[src/rtl/mem_port_arbiter.sv]
// mem_port_arbiter: shares one single-port synchronous memory between the
// CPU memory path and the program-loader/debug port. One access is issued
// per deciding cycle; the owner sees a one-cycle ready pulse carrying read
// data on the following cycle, and the CPU is stalled while it waits.
module mem_port_arbiter #(
  parameter int AW = 16,
  parameter int DW = 16
) (
  input  logic          clk,
  input  logic          rst,
  input  logic          cpu_req,
  input  logic          cpu_we,
  input  logic [AW-1:0] cpu_addr,
  input  logic [DW-1:0] cpu_wdata,
  output logic [DW-1:0] cpu_rdata,
  output logic          cpu_ready,
  output logic          cpu_stall,
  input  logic          ld_req,
  input  logic          ld_we,
  input  logic [AW-1:0] ld_addr,
  input  logic [DW-1:0] ld_wdata,
  output logic [DW-1:0] ld_rdata,
  output logic          ld_ready,
  output logic          mem_en,
  output logic          mem_we,
  output logic [AW-1:0] mem_addr,
  output logic [DW-1:0] mem_wdata,
  input  logic [DW-1:0] mem_rdata
);

  typedef enum logic [1:0] {
    IDLE    = 2'd0,
    CPU_RSP = 2'd1,
    LD_RSP  = 2'd2
  } state_t;

  localparam logic OWNER_CPU = 1'b0;
  localparam logic OWNER_LD  = 1'b1;

  state_t state;
  state_t next_state;
  logic   last_owner;
  logic   rsp_we;
  logic   grant_cpu;
  logic   grant_ld;

  // Decide the winner, drive the memory port and the response side; all outputs forced low in reset
  always_comb begin
    next_state = IDLE;
    grant_cpu  = 1'b0;
    grant_ld   = 1'b0;
    cpu_ready  = 1'b0;
    cpu_rdata  = '0;
    ld_ready   = 1'b0;
    ld_rdata   = '0;
    mem_en     = 1'b0;
    mem_we     = 1'b0;
    mem_addr   = '0;
    mem_wdata  = '0;
    cpu_stall  = 1'b0;

    case (state)
      IDLE: begin
        if (cpu_req && (!ld_req || last_owner == OWNER_LD)) begin
          grant_cpu = 1'b1;
        end else if (ld_req) begin
          grant_ld = 1'b1;
        end
      end
      CPU_RSP: begin
        cpu_ready = 1'b1;
        cpu_rdata = rsp_we ? '0 : mem_rdata;
        if (ld_req) begin
          grant_ld = 1'b1;
        end
      end
      LD_RSP: begin
        ld_ready = 1'b1;
        ld_rdata = rsp_we ? '0 : mem_rdata;
        if (cpu_req) begin
          grant_cpu = 1'b1;
        end
      end
      default: begin
      end
    endcase

    if (grant_cpu) begin
      mem_en     = 1'b1;
      mem_we     = cpu_we;
      mem_addr   = cpu_addr;
      mem_wdata  = cpu_wdata;
      next_state = CPU_RSP;
    end else if (grant_ld) begin
      mem_en     = 1'b1;
      mem_we     = ld_we;
      mem_addr   = ld_addr;
      mem_wdata  = ld_wdata;
      next_state = LD_RSP;
    end

    if (!rst) begin
      next_state = IDLE;
      grant_cpu  = 1'b0;
      grant_ld   = 1'b0;
      cpu_ready  = 1'b0;
      cpu_rdata  = '0;
      ld_ready   = 1'b0;
      ld_rdata   = '0;
      mem_en     = 1'b0;
      mem_we     = 1'b0;
      mem_addr   = '0;
      mem_wdata  = '0;
    end

    cpu_stall = rst & cpu_req & ~cpu_ready;
  end

  // State register plus the owner/write-type of the access now in flight
  always_ff @(posedge clk) begin
    if (!rst) begin
      state      <= IDLE;
      last_owner <= OWNER_LD;
      rsp_we     <= 1'b0;
    end else begin
      state <= next_state;
      if (grant_cpu) begin
        last_owner <= OWNER_CPU;
        rsp_we     <= cpu_we;
      end else if (grant_ld) begin
        last_owner <= OWNER_LD;
        rsp_we     <= ld_we;
      end
    end
  end

endmodule

[config.mk]
export PLATFORM = sky130hd
export DESIGN_NAME = mem_port_arbiter
export DESIGN_NICKNAME = d
export VERILOG_FILES = /design/src/rtl/mem_port_arbiter.sv
export SDC_FILE = /design/constraint.sdc
export NUM_CORES = 1
export LEC_CHECK = 0
export ABC_AREA = 1
export CORE_ASPECT_RATIO = 1.1
export CORE_MARGIN = 5
export CORE_UTILIZATION = 21
export DETAILED_ROUTE_END_ITERATION = 12
export HOLD_SLACK_MARGIN = 0.12
export PLACE_DENSITY_LB_ADDON = 0.08
export SETUP_SLACK_MARGIN = 0.02
export SKIP_LAST_GASP = 1
export SLEW_MARGIN = 20
export SYNTH_ARGS = -nofsm -noshare
export SYNTH_HDL_FRONTEND = slang
export SYNTH_SLANG_ARGS = --single-unit
[constraint.sdc]
create_clock -name clk -period 1.15 [get_ports clk]
set_input_delay 0.1725 -clock clk [delete_from_list [all_inputs] [get_ports clk]]
set_output_delay 0.1725 -clock clk [all_outputs]
set_load 0.02 [all_outputs]
Word-level counts from Yosys, hierarchy flattened:

Cells that the tools add are included.
Widths: inputs -> output; s select.

* register bits after elaboration: 4
* bits of input ports: 86
* output and inout port bits: 69
* word-level logic and storage cells: 51

* equality and inequality tests: 2
* multiplexer cells: 35
* bitwise logic cells: 4
* reduce and logical (&&, ||, !) cells: 6

Operator list (number)
* $mux 16: 11
* $mux 1: 21
* $pmux 1 s2: 2
* $and 1x1->1: 2
* $eq 2x1->1 const B: 1
* $eq 2x2->1 const B: 1
* $logic_not 2->1: 1
* $mux 2: 1
* $not 1->1: 2
* $reduce_bool 2->1: 1
* $reduce_or 2->1: 1
* $logic_and 1x1->1: 1
* $logic_not 1->1: 1
* $logic_or 1x1->1: 1

Longest topological paths before layout:

Gate-level depths: netlist of run 1.

* depth in word-level cells: 8
* mapped depth: 8
* mapped depth without buffers: 7

Worst setup path after synthesis of run 1:

Ideal clock, no wire load.

* kind: register to output
* start: register state[0]
* end: output cpu_rdata[10]
* data arrival time: 1.105 ns
* data required time: 0.978 ns
* setup slack: -0.128 ns
* cell stages (with the launch flop): 6
* path buffers: 1
* cells stage by stage: dfxtp_1 inv_2 nor2_1 nand2_1 buf_2 nor2_1

* longest elaborated chain between the ends: 3

RTL lines
* start: declaration: RTL line 40 `state_t state;`
* start signal: assignment: RTL line 126 `state <= next_state;`
* $eq 2x1->1: RTL line 62 `case (state)`
* $mux 16: RTL line 62
* $mux 16: RTL line 102 `if (!rst) begin`
* end: declaration: RTL line 15 `output logic [DW-1:0] cpu_rdata,`

Every way passes these cells.

Worst setup path after layout of run 1:

* start: register state[0]
* end: output mem_addr[0]

* longest elaborated chain between the ends: 5
* elaborated cells between the ends (all ways): 8
* classes of those cells: eq/ne (2); mux (5); reduce/logical (1)

RTL lines
* $eq 2x1->1 / $logic_not 2->1 (equally long branches): RTL line 62
* $pmux 1 s2: RTL line 62
* $mux 16: RTL line 94 `end else if (grant_ld) begin`
* $mux 16 (*): RTL line 88 `if (grant_cpu) begin`
* $mux 16 (*): RTL line 102
* end: declaration: RTL line 26 `output logic [AW-1:0] mem_addr,`

Mark *: on every way between the ends. The rest lies on a longest branch, timed or not.

==> impl_summary.txt, run 1 <==
----------------------------------------------------
[Placement]
  Weighted congestion at the end of routability-driven global placement ... ~0.82
  I/O Buffers ... 154
  Detailed placer's ending HPWL ... ~4.5 mm
  Instance area at placement ... between 2000 and 3000 µm²

[STA]
  Hold slack final ... around 0.28 ns
  Setup tns final ... -23.31 ns
  Number of pins with negative max-slew slack in the final report ... 0
  Timing-limited maximum frequency ... 634 MHz
  Period utilization ... 1.37
  Hold Violations, Final ... 0
  Final setup fails ... around 70
  Clock Skews ... around 0.00036 ns
  Fin worst setup slack ... -0.427 ns
  Slew Limit Headroom ... 0.848
  RSZ-0062 raised after global routing ... yes
  Clock period minus final worst setup slack ... 1.58 ns
  Transition time at the pin with the least slew margin ... approximately 0.23 ns

[Critical path]
  Cell-by-cell listing of the critical path ... inv_2 > nand2_2 > inv_2 > a21oi_4 > buf_6 > buf_12 > nand2_1 > nand2_2 > buf_6
  Critical path data arrival time ... between 1 and 1.5 ns
  Worst stage delay on the critical path ... between 0.3 and 0.4 ns
  Data required time at the worst endpoint ... around 1 ns
  Startpoint types ... flip-flop
  Highest-delay cell along the critical path ... dfxtp_2
  Crit end category ... output port
  Top fanout value on the critical path ... 5
  Start-to-end type of the worst setup path ... flip-flop to output port

[Pwr]
  Largest voltage drop on the vdd net ... 0.366 mV
  Power after layout ... 0.00172 W
  Power per Cell Area ... around 520 nW/µm²
  Static leakage ... approximately 1.6 nW

[Global routing]
  Antenna violations before repair ... 0
  Wire length of the first global-routing pass ... between 8 and 9 mm
  M2 GR Usage ... 0.405
  Grt ovf ... 0
  Gr busiest metal ... met2
  Grt met3 use ... 0.0693
  Pin count of the biggest net entering global routing ... 21
  Via count of the first global-routing pass ... ~1900
  GR Layer Usage met1 ... 0.166
  All-Layer GR Usage ... 0.193

[Yosys]
  Area share of xor/xnor cells in the synthesized design ... 0
  Warnings from Yosys ... 0
  Leading post-synthesis cells by cell area ... nand2_1 (53%), nor2_1 (16%), dfxtp_1 (9.3%), buf_4 (6.1%), nand3_1 (3.5%)
  Synthesized Nets ... between 200 and 300
  Number of standard cells after synthesis ... ~190
  Simple-gate portion of the synthesized area ... 0.753
  FF+latch count, synth ... 4
  Cell taking the most area after synthesis ... nand2_1
  Largest family of logic cells by synthesized area ... simple AND/OR/NAND/NOR gates
  Proportion of synthesized chip area in sequential cells ... 0.0932
  Fraction of the mapped netlist area in adder cells ... 0
  Mean Syn Cell Area ... between 4 and 5 µm²
  Multiplexer share of the synthesized area ... 0
  Compound-Gate Fraction of Synth Area ... 0.0277
  Post-synth cell types ... 12
  Area share of the largest cell type after synthesis ... 0.528
  Netlist area before placement ... approximately 860 µm²

[Route]
  Vias per inst ... 4.49
  Wirelength, routed ... 6.05 mm
  Post-route DRC violation count ... 0
  DR pass1 iterations ... 4
  Iteration-0 DRC Markers ... 47
  Count of vias placed by the detailed router ... between 1500 and 2000
  Post-route ant nets ... 0
  Average wire length per cell after detail routing ... about 15 µm

[Final layout]
  Share of the core filled with cells in the final layout ... 0.832
  Final net count ... 452
  Share of post-route cells with drive strength above 1 ... 0.527
  Antenna cell count ... 0
  # fillers ... between 200 and 300
  Summed area of non-filler cells in the final layout ... 3300 µm²
  Area added between synthesis and finish ... 284%

[Status]
  Result of the run ... finished with violations
  Violated checks ... negative setup slack

[Clock network]
  Clock H-tree levels ... 1
  CTS root buffer ... clkbuf_8
  # hold bufs at CTS ... 0
  Number of CTS-inserted buffers ... 3
  Maximum root-to-sink buffer count ... 2
  Skew-Pair Late Insertion Delay ... about 0.21 ns
  Clock tree from TritonCTS ... yes
  Clock Pin Slew Worst Setup and Hold Paths ... approximately 0.030 ns
  Count of clock tree sinks ... 4

[Die]
  Core ar. ... between 3000 and 4000 µm²
  DIE WIDTH ... between 70 and 80 µm
  Overall die area ... roughly 5500 µm²
  I/O pins ... about 160
  Floorplan row count ... 24
  Chip height ... slightly below 80 µm
  Initial Utilization ... 0.217

[Flow run]
  Max Cap Viol ... 0

[Worst hold path]
  Worst Hold Class ... input pin to flip-flop

----------------------------------------------------
[Yosys cell counts]
cell and instances:
nand2_1 121, nor2_1 36, buf_4 7, inv_1 6, nand3_1 6, inv_2 5
dfxtp_1 4, buf_2 3, a21oi_4 1, nand3_2 1, nand3_4 1, o211ai_1 1
[per-stage QoR]
stage	setup slack, ns	instances
5_1_grt	-0.516	416
4_1_cts	-0.402	415
6_report	-0.427	416
3_3_place_gp	-1.05	405
2_1_floorplan	-0.0319	192
3_5_place_dp	-1.07	405
[placed cells by master, fill, tap and decap left out, types with 2 or more instances in the layout]
cell type        netlist  routed
clkdlybuf4s15_2        0       3
buf_12                 0       7
buf_2                  3       4
nand2_1              121      70
buf_4                  7      25
nor2_1                36       9
inv_2                  5       5
dlygate4sd2_1          0       2
buf_16                 0       4
clkbuf_8               0       3
buf_6                  0      50
nand3_2                1       4
nor2_4                 0      26
dfxtp_2                0       3
nand2_4                0      25
nand2_2                0      26
nand3_1                6       3
clkdlybuf4s50_1        0      82
inv_1                  6       4
[per-layer routing]
metal,routed length [µm],share of wire,vias up
met5,0,0,-
met4,114,0.019,0
met3,737,0.12,10
met2,3370,0.56,115
met1,1830,0.30,828
li1,-,-,914
[where the power goes]
group | internal (W) | switching, W | total, W
Combinational | 0.000686 | 0.000595 | 0.00128
Clock | 0.000222 | 0.0000599 | 0.000282
Sequential | 0.000152 | 0.00000692 | 0.000159
Total | 0.00106 | 0.000662 | 0.00172
[worst max-delay path, delay by kind of cell, from the launching register on]
kind                   cells  cell delay (ns)
buffers and inverters      5             0.49
DFF                        1             0.32
and+or+nand+nor            3             0.19
AOI/OAI and AO/OA          1             0.19
[registers in the layout, summed over array words and instances (netlist names)]
name        flops
last_owner      1
rsp_we          1
state           2
[final cells by class]
| cell class | instances | area [µm²] | area share |
|---|---|---|---|
| flip-flops and latches | 4 | 83.8 | 0.0254 |
| well taps | 52 | 65.1 | 0.0197 |
| inverters | 11 | 48.8 | 0.0148 |
| repair buffers | 179 | 1920 | 0.583 |
| clock buffers | 3 | 41.3 | 0.0125 |
| multi-input cells | 167 | 1140 | 0.344 |
[cell families (layout without fill, tap and decap cells)]
family                 count (synthesis)  count (layout)
AOI/OAI and AO/OA                      2               2
and+or+nand+nor                      165             165
buffers and inverters                 21             193
DFF                                    4               4
[final timing paths]
kind | cells after the start | slack, ns | startpoint | to
hold reg to reg | 2 | 0.53 | last_owner$_SDFFE_PN1P_ | last_owner$_SDFFE_PN1P_
hold / removal | 2 | 0.28 | rst | last_owner$_SDFFE_PN1P_
setup / recovery | 9 | -0.43 | state[0]$_SDFF_PN0_ | mem_addr[0]
setup reg to reg | 9 | 0.05 | state[1]$_SDFF_PP0_ | rsp_we$_SDFFE_PN0P_
[repair_timing]
| action | in CTS | in global routing |
|---|---|---|
| buffers inserted | 3 | 0 |
| resized for setup | 407 | 50 |
| pin swaps | 3 | 11 |
| setup endpoints to repair | 71 | 70 |
| gates cloned | 4 | 1 |
(Power assumes the default switching activity.)
==> inputs of run 2 (changes only) <==
--- a/config.mk
+++ b/config.mk
@@ -8,7 +8,7 @@
 export ABC_AREA = 1
 export CORE_ASPECT_RATIO = 1.1
-export CORE_MARGIN = 5
 export CORE_UTILIZATION = 21
 export DETAILED_ROUTE_END_ITERATION = 12
+export GPL_ROUTABILITY_DRIVEN = 0
 export HOLD_SLACK_MARGIN = 0.12
 export PLACE_DENSITY_LB_ADDON = 0.08
==> constraint.sdc (replaced) <==
create_clock -name clk -period 1.15 [get_ports clk]
set_input_delay 0.1725 -clock clk [delete_from_list [all_inputs] [get_ports clk]]
set_output_delay 0.1725 -clock clk [all_outputs]
set_load 0.01 [all_outputs]
==> run 2 against run 1 <==
- power decreased by 7.7%
- core utilization fell by 1.3 points
- sequential power about the same
- the flow still finishes with violations (negative setup slack)
- final cell count increased by 4.8%
- critical path depth up 1
==> impl_summary.txt, run 2 (same netlist as run 1, synthesis figures left out) <==
----------------------------------------------------
[Flow run]
  Max Cap Viol ... 0 (unchanged)

[STA]
  Fin worst setup slack ... -0.447 ns (was -0.427 ns)
  Number of pins with negative max-slew slack in the final report ... 0 (unchanged)
  Setup tns final ... -26.08 ns (was -23.31 ns)
  Transition time at the pin with the least slew margin ... 0.276 ns (was 0.228 ns)
  Hold Violations, Final ... 0 (unchanged)
  Period utilization ... 1.39 (was 1.37)
  Timing-limited maximum frequency ... 626 MHz (was 634 MHz)
  Slew Limit Headroom ... 0.816 (was 0.848)
  Clock Skews ... 0.000844 ns (was 0.000363 ns)
  RSZ-0062 raised after global routing ... yes (unchanged)
  Clock period minus final worst setup slack ... 1.60 ns (was 1.58 ns)
  Hold slack final ... 0.366 ns (was 0.281 ns)
  Final setup fails ... 70 (was 69)

[Critical path]
  Critical path data arrival time ... 1.42 ns (was 1.40 ns)
  Start-to-end type of the worst setup path ... flip-flop to output port (unchanged)
  Startpoint types ... flip-flop (unchanged)
  Origin of the worst setup path ... state[0]$_SDFF_PN0_ (unchanged)
  Highest-delay cell along the critical path ... dfxtp_2 (unchanged)
  Data required time at the worst endpoint ... 0.98 ns (about the same)
  Worst reg2reg startpoint ... state[0]$_SDFF_PN0_ (was state[1]$_SDFF_PP0_)
  Cell-by-cell listing of the critical path ... inv_2 > nand3_2 > inv_2 > nand2_2 > inv_4 > buf_6 > buf_8 > nand2_1 > nand2_1 > buf_6 (was inv_2 > nand2_2 > inv_2 > a21oi_4 > buf_6 > buf_12 > nand2_1 > nand2_2 > buf_6)
  Worst path bufs/invs ... 6 (was 5)
  Kind of cell with the highest combined delay on the critical path ... buffers and inverters (unchanged)
  Top fanout value on the critical path ... 5 (unchanged)
  Crit end category ... output port (unchanged)
  Worst stage delay on the critical path ... 0.32 ns (about the same)

[Route]
  Post-route DRC violation count ... 0 (unchanged)
  DR pass1 iterations ... 4 (unchanged)
  Average wire length per cell after detail routing ... 13.3 µm (was 14.5 µm)
  Iteration-0 DRC Markers ... 79 (was 47)
  Wirelength, routed ... 5.78 mm (was 6.05 mm)
  Count of vias placed by the detailed router ... 1909 (was 1867)
  Vias per inst ... 4.38 (was 4.49)
  Post-route ant nets ... 0 (unchanged)

[Clock network]
  Number of CTS-inserted buffers ... 3 (unchanged)
  Skew-Pair Late Insertion Delay ... 0.22 ns (was 0.21 ns)
  Clock tree from TritonCTS ... yes (unchanged)
  Maximum root-to-sink buffer count ... 2 (unchanged)
  Count of clock tree sinks ... 4 (unchanged)
  Clock Pin Slew Worst Setup and Hold Paths ... 0.03 ns (about the same)
  CTS root buffer ... clkbuf_8 (unchanged)
  Clock H-tree levels ... 1 (unchanged)

[Final layout]
  Antenna cell count ... 0 (unchanged)
  Final Instance Count excl. Fillers ... 436 (was 416)
  Area added between synthesis and finish ... 275% (was 284%)
  Commonest cells after routing, fill and taps aside ... nand2_1 (88), clkdlybuf4s50_1 (82), buf_6 (34), buf_2 (28), nand2_2 (25) (was clkdlybuf4s50_1 (82), nand2_1 (70), buf_6 (50), nor2_4 (26), nand2_2 (26))
  Most common cell after layout, fill and taps aside ... nand2_1 (was clkdlybuf4s50_1)
  Flip-flop and latch area ... 83.8 µm² (unchanged)
  Top flop regs ... state x2, last_owner x1, rsp_we x1 (unchanged)
  Share of post-route cells with drive strength above 1 ... 0.469 (was 0.527)
  Most flops, register ... state (unchanged)
  Final net count ... 472 (was 452)
  # fillers ... 271 (was 280)
  Max FFs per register ... 2 (unchanged)
  Total area of multi-input combinational cells ... 951 µm² (was 1140 µm²)

[Die]
  Initial Utilization ... 0.219 (was 0.217)
  DIE WIDTH ... 63 µm (was 71 µm)
  Core ar. ... 3930 µm² (was 3960 µm²)
  Overall die area ... 4350 µm² (was 5470 µm²)
  Chip height ... 69.1 µm (was 77.1 µm)
  Floorplan row count ... 24 (unchanged)
  I/O pins ... 155 (unchanged)

[Pwr]
  Static leakage ... 1.67 nW (was 1.64 nW)
  Power per Cell Area ... 493 nW/µm² (was 522 nW/µm²)
  Power after layout ... 0.00159 W (was 0.00172 W)
  Largest voltage drop on the vdd net ... 0.399 mV (was 0.366 mV)

[Placement]
  Detailed placer's ending HPWL ... 3.35 mm (was 4.48 mm)
  I/O Buffers ... 154 (unchanged)
  Cell total after placement ... 401 (was 405)
  Worst slack after detailed placement ... -0.982 ns (was -1.07 ns)

[Worst hold path]
  Worst Hold Class ... input pin to flip-flop (unchanged)
  Hold Crit Start ... rst (unchanged)

[Global routing]
  Via count of the first global-routing pass ... 1825 (was 1882)
  Grt ovf ... 0 (unchanged)
  All-Layer GR Usage ... 0.239 (was 0.193)
  Pin count of the biggest net entering global routing ... 18 (was 21)
  Antenna violations before repair ... 0 (unchanged)
  Wire length of the first global-routing pass ... 8.40 mm (was 8.59 mm)

[Status]
  Violated checks ... negative setup slack (unchanged)
  Result of the run ... finished with violations (unchanged)

----------------------------------------------------
run 2: worst paths after layout:
path	end	slack, ns	cells past startpoint
max	mem_addr[15]	-0.45	10
min	last_owner$_SDFFE_PN1P_	0.37	2
max reg2reg	rsp_we$_SDFFE_PN0P_	-0.12	11
min reg2reg	last_owner$_SDFFE_PN1P_	0.53	2
run 2: metal layers:
| metal | track usage | wire [µm] | part of all wire | vias up |
|---|---|---|---|---|
| li1 | - | - | - | 964 |
| met1 | 0.248 | 2130 | 0.37 | 821 |
| met2 | 0.459 | 3130 | 0.54 | 112 |
| met3 | 0.0480 | 383 | 0.066 | 12 |
| met4 | 0.0904 | 135 | 0.023 | 0 |
| met5 | 0 | 0 | 0 | - |
run 2: area by class of cell:
class,instances,share of cell area
timing repair buffer,199,0.630
multi-input combinational,167,0.295
inverter,11,0.0159
tap,52,0.0202
clock buffer,3,0.0128
sequential,4,0.0260
run 2: power breakdown:
group          internal, W  switching, W  total (W)
registers         0.000152    0.00000714   0.000159
logic             0.000658      0.000475    0.00113
clock network     0.000223     0.0000737   0.000297
run 2: what timing repair did:
item	4_1_cts	5_1_grt
gates resized for setup	295	93
buffers inserted	22	7
pin swaps	13	20
cloned	7	0
hold buffers	0	0
setup endpoints to repair	72	71
run 2: stage by stage:
| stage | utilization | area, µm² |
|---|---|---|
| floorplan | - | 861 |
| global placement | 0.651 | 2560 |
| detailed placement | 0.651 | 2560 |
| CTS | 0.733 | 2880 |
| global route | 0.819 | 3220 |
| finish | 0.819 | 3220 |
==> inputs of run 3 (changes only) <==
- REMOVE_ABC_BUFFERS: default -> 1
==> run 3 against run 2 <==
- the flow still finishes with violations (negative setup slack)
- sequential power about the same
- critical path depth decreased by 2
- via count fell by 8.1%
- first-iteration DRC count fell by 34%
- register-to-register slack better by 0.20 ns
- power shrank 20%
- final cell count shrank 5.3%
- clock power fell by 2%
- non-clock buffer count shrank 23
- routed wire length decreased by 24%
- clock skew up 0.0017 ns
- critical endpoint is now mem_addr[5]
- largest cell class unchanged
==> impl_summary.txt, run 3 (same netlist as run 1, synthesis figures left out) <==
----------------------------------------------------
[Route]
  Post-route DRC violation count ... 0 (unchanged)
  Count of vias placed by the detailed router ... 1754 (was 1909)
  Vias per inst ... 4.25 (was 4.38)
  Wirelength, routed ... 4.39 mm (was 5.78 mm)
  Iteration-0 DRC Markers ... 52 (was 79)
  Post-route ant nets ... 0 (unchanged)
  DR pass1 iterations ... 5 (was 4)
  Average wire length per cell after detail routing ... 10.6 µm (was 13.3 µm)

[Worst hold path]
  Hold Crit Start ... rst (unchanged)
  Worst Hold Path Cells ... 4 (was 2)
  Destination of the worst hold path ... rsp_we$_SDFFE_PN0P_ (was last_owner$_SDFFE_PN1P_)
  Worst Hold Class ... input pin to flip-flop (unchanged)

[STA]
  Hold slack final ... 0.443 ns (was 0.366 ns)
  Slew Limit Headroom ... 0.873 (was 0.816)
  Hold Violations, Final ... 0 (unchanged)
  Fin worst setup slack ... -0.355 ns (was -0.447 ns)
  Transition time at the pin with the least slew margin ... 0.190 ns (was 0.276 ns)
  Period utilization ... 1.31 (was 1.39)
  Final setup fails ... 69 (was 70)
  Number of pins with negative max-slew slack in the final report ... 0 (unchanged)
  Clock period minus final worst setup slack ... 1.50 ns (was 1.60 ns)
  Clock Skews ... 0.00249 ns (was 0.000844 ns)
  RSZ-0062 raised after global routing ... yes (unchanged)
  Timing-limited maximum frequency ... 664 MHz (was 626 MHz)

[Global routing]
  GR Layer Usage met1 ... 0.191 (was 0.248)
  Via count of the first global-routing pass ... 1729 (was 1825)
  Antenna violations before repair ... 0 (unchanged)
  Grt met3 use ... 0.0728 (was 0.0480)
  Pin count of the biggest net entering global routing ... 23 (was 18)
  Grt ovf ... 0 (unchanged)
  All-Layer GR Usage ... 0.200 (was 0.239)
  Gr busiest metal ... met2 (unchanged)
  Wire length of the first global-routing pass ... 7.16 mm (was 8.40 mm)
  M2 GR Usage ... 0.391 (was 0.459)

[Critical path]
  Reg2reg path depth ... 8 (was 11)
  Critical path data arrival time ... 1.33 ns (was 1.42 ns)
  Reg2Reg Capture Point ... rsp_we$_SDFFE_PN0P_ (unchanged)
  Crit end category ... output port (unchanged)
  Data required time at the worst endpoint ... 0.98 ns (about the same)
  Start-to-end type of the worst setup path ... flip-flop to output port (unchanged)
  Worst reg2reg startpoint ... state[0]$_SDFF_PN0_ (unchanged)
  Startpoint types ... flip-flop (unchanged)
  Setup slack of the most critical reg-to-reg path ... 0.08 ns (was -0.12 ns)
  Top fanout value on the critical path ... 9 (was 5)

[Final layout]
  Most flops, register ... state (unchanged)
  Antenna cell count ... 0 (unchanged)
  Top flop regs ... state x2, last_owner x1, rsp_we x1 (unchanged)
  Final net count ... 449 (was 472)
  Max FFs per register ... 2 (unchanged)
  Share of post-route cells with drive strength above 1 ... 0.313 (was 0.469)
  Share of the core filled with cells in the final layout ... 0.631 (was 0.819)
  Area added between synthesis and finish ... 189% (was 275%)
  Final Instance Count excl. Fillers ... 413 (was 436)
  Most common cell after layout, fill and taps aside ... nand2_1 (unchanged)
  Flip-flop and latch area ... 83.8 µm² (unchanged)
  Total area of multi-input combinational cells ... 696 µm² (was 951 µm²)
  # fillers ... 385 (was 271)
  Commonest cells after routing, fill and taps aside ... nand2_1 (119), clkdlybuf4s50_1 (82), buf_2 (48), nor2_1 (32), clkdlybuf4s15_2 (18) (was nand2_1 (88), clkdlybuf4s50_1 (82), buf_6 (34), buf_2 (28), nand2_2 (25))

[Die]
  Floorplan row count ... 24 (unchanged)
  Overall die area ... 4350 µm² (unchanged)
  Chip height ... 69.1 µm (unchanged)
  DIE WIDTH ... 63 µm (unchanged)
  Initial Utilization ... 0.219 (unchanged)
  I/O pins ... 155 (unchanged)
  Core ar. ... 3930 µm² (unchanged)

[Flow run]
  Max Cap Viol ... 0 (unchanged)

[Clock network]
  # hold bufs at CTS ... 0 (unchanged)
  CTS root buffer ... clkbuf_8 (unchanged)
  Skew-Pair Late Insertion Delay ... 0.21 ns (was 0.22 ns)
  Clock Pin Slew Worst Setup and Hold Paths ... 0.03 ns (about the same)
  Clock H-tree levels ... 1 (unchanged)
  Count of clock tree sinks ... 4 (unchanged)
  Number of CTS-inserted buffers ... 3 (unchanged)
  Clock tree from TritonCTS ... yes (unchanged)
  Maximum root-to-sink buffer count ... 2 (unchanged)

[Placement]
  Cell total after placement ... 407 (was 401)
  Detailed placer's ending HPWL ... 3.51 mm (was 3.35 mm)
  I/O Buffers ... 154 (unchanged)

[Pwr]
  Static leakage ... 1.37 nW (was 1.67 nW)
  Power per Cell Area ... 514 nW/µm² (was 493 nW/µm²)
  Largest voltage drop on the vdd net ... 0.466 mV (was 0.399 mV)
  Power after layout ... 0.00127 W (was 0.00159 W)

[Status]
  Violated checks ... negative setup slack (unchanged)
  Result of the run ... finished with violations (unchanged)

----------------------------------------------------
run 3: report_power, final:
group	internal (W)	switching (W)	total, W
Sequential	0.000152	0.00000771	0.000159
Clock	0.000223	0.0000679	0.000291
Combinational	0.000486	0.000339	0.000824
run 3: layout make-up:
cell class | count | area share
tap | 52 | 0.0262
sequential | 4 | 0.0338
clock buffer | 3 | 0.0166
multi-input combinational | 167 | 0.280
timing repair buffer | 176 | 0.625
inverter | 11 | 0.0177
run 3: worst max-delay path, stage by stage, from the launching register on:
cell     delay (ns)
dfxtp_2        0.32
inv_4          0.07
nand3_4        0.08
a21oi_4        0.17
buf_6          0.12
buf_12         0.11
nand2_1        0.05
nand2_1        0.05
buf_2          0.12
run 3: worst max path at each step:
stage	startpoint	endpoint	slack, ns	cells after the start
floorplan	state[0]$_SDFF_PN0_	mem_addr[0]	-0.16	6
global placement	rst	mem_wdata[2]	-0.93	9
detailed placement	rst	mem_wdata[2]	-0.95	9
CTS	state[0]$_SDFF_PN0_	mem_addr[13]	-0.40	9
global route	state[0]$_SDFF_PN0_	mem_addr[3]	-0.43	9
finish	state[1]$_SDFF_PP0_	mem_addr[5]	-0.35	8
run 3: routing by layer:
metal	part of all wire	vias up
met5	0	-
li1	-	910
met4	0.018	0
met2	0.50	110
met3	0.12	6
met1	0.35	728
run 3: per-stage QoR:
step / setup WS (ns) / area [µm²] / setup TNS (ns)
3_3_place_gp: -0.929 / 2600 / -58.55
6_report: -0.355 / 2480 / -18.63
3_5_place_dp: -0.950 / 2600 / -59.36
4_1_cts: -0.402 / 2490 / -20.30
2_1_floorplan: -0.163 / 792 / -5.21
5_1_grt: -0.435 / 2480 / -23.83
run 3: timing repair:
action | 4_1_cts | 5_1_grt
buffers inserted | 3 | 1
gates resized for setup | 271 | 7
pin swaps | 4 | 4
setup endpoints to repair | 70 | 69
gates cloned | 1 | 0
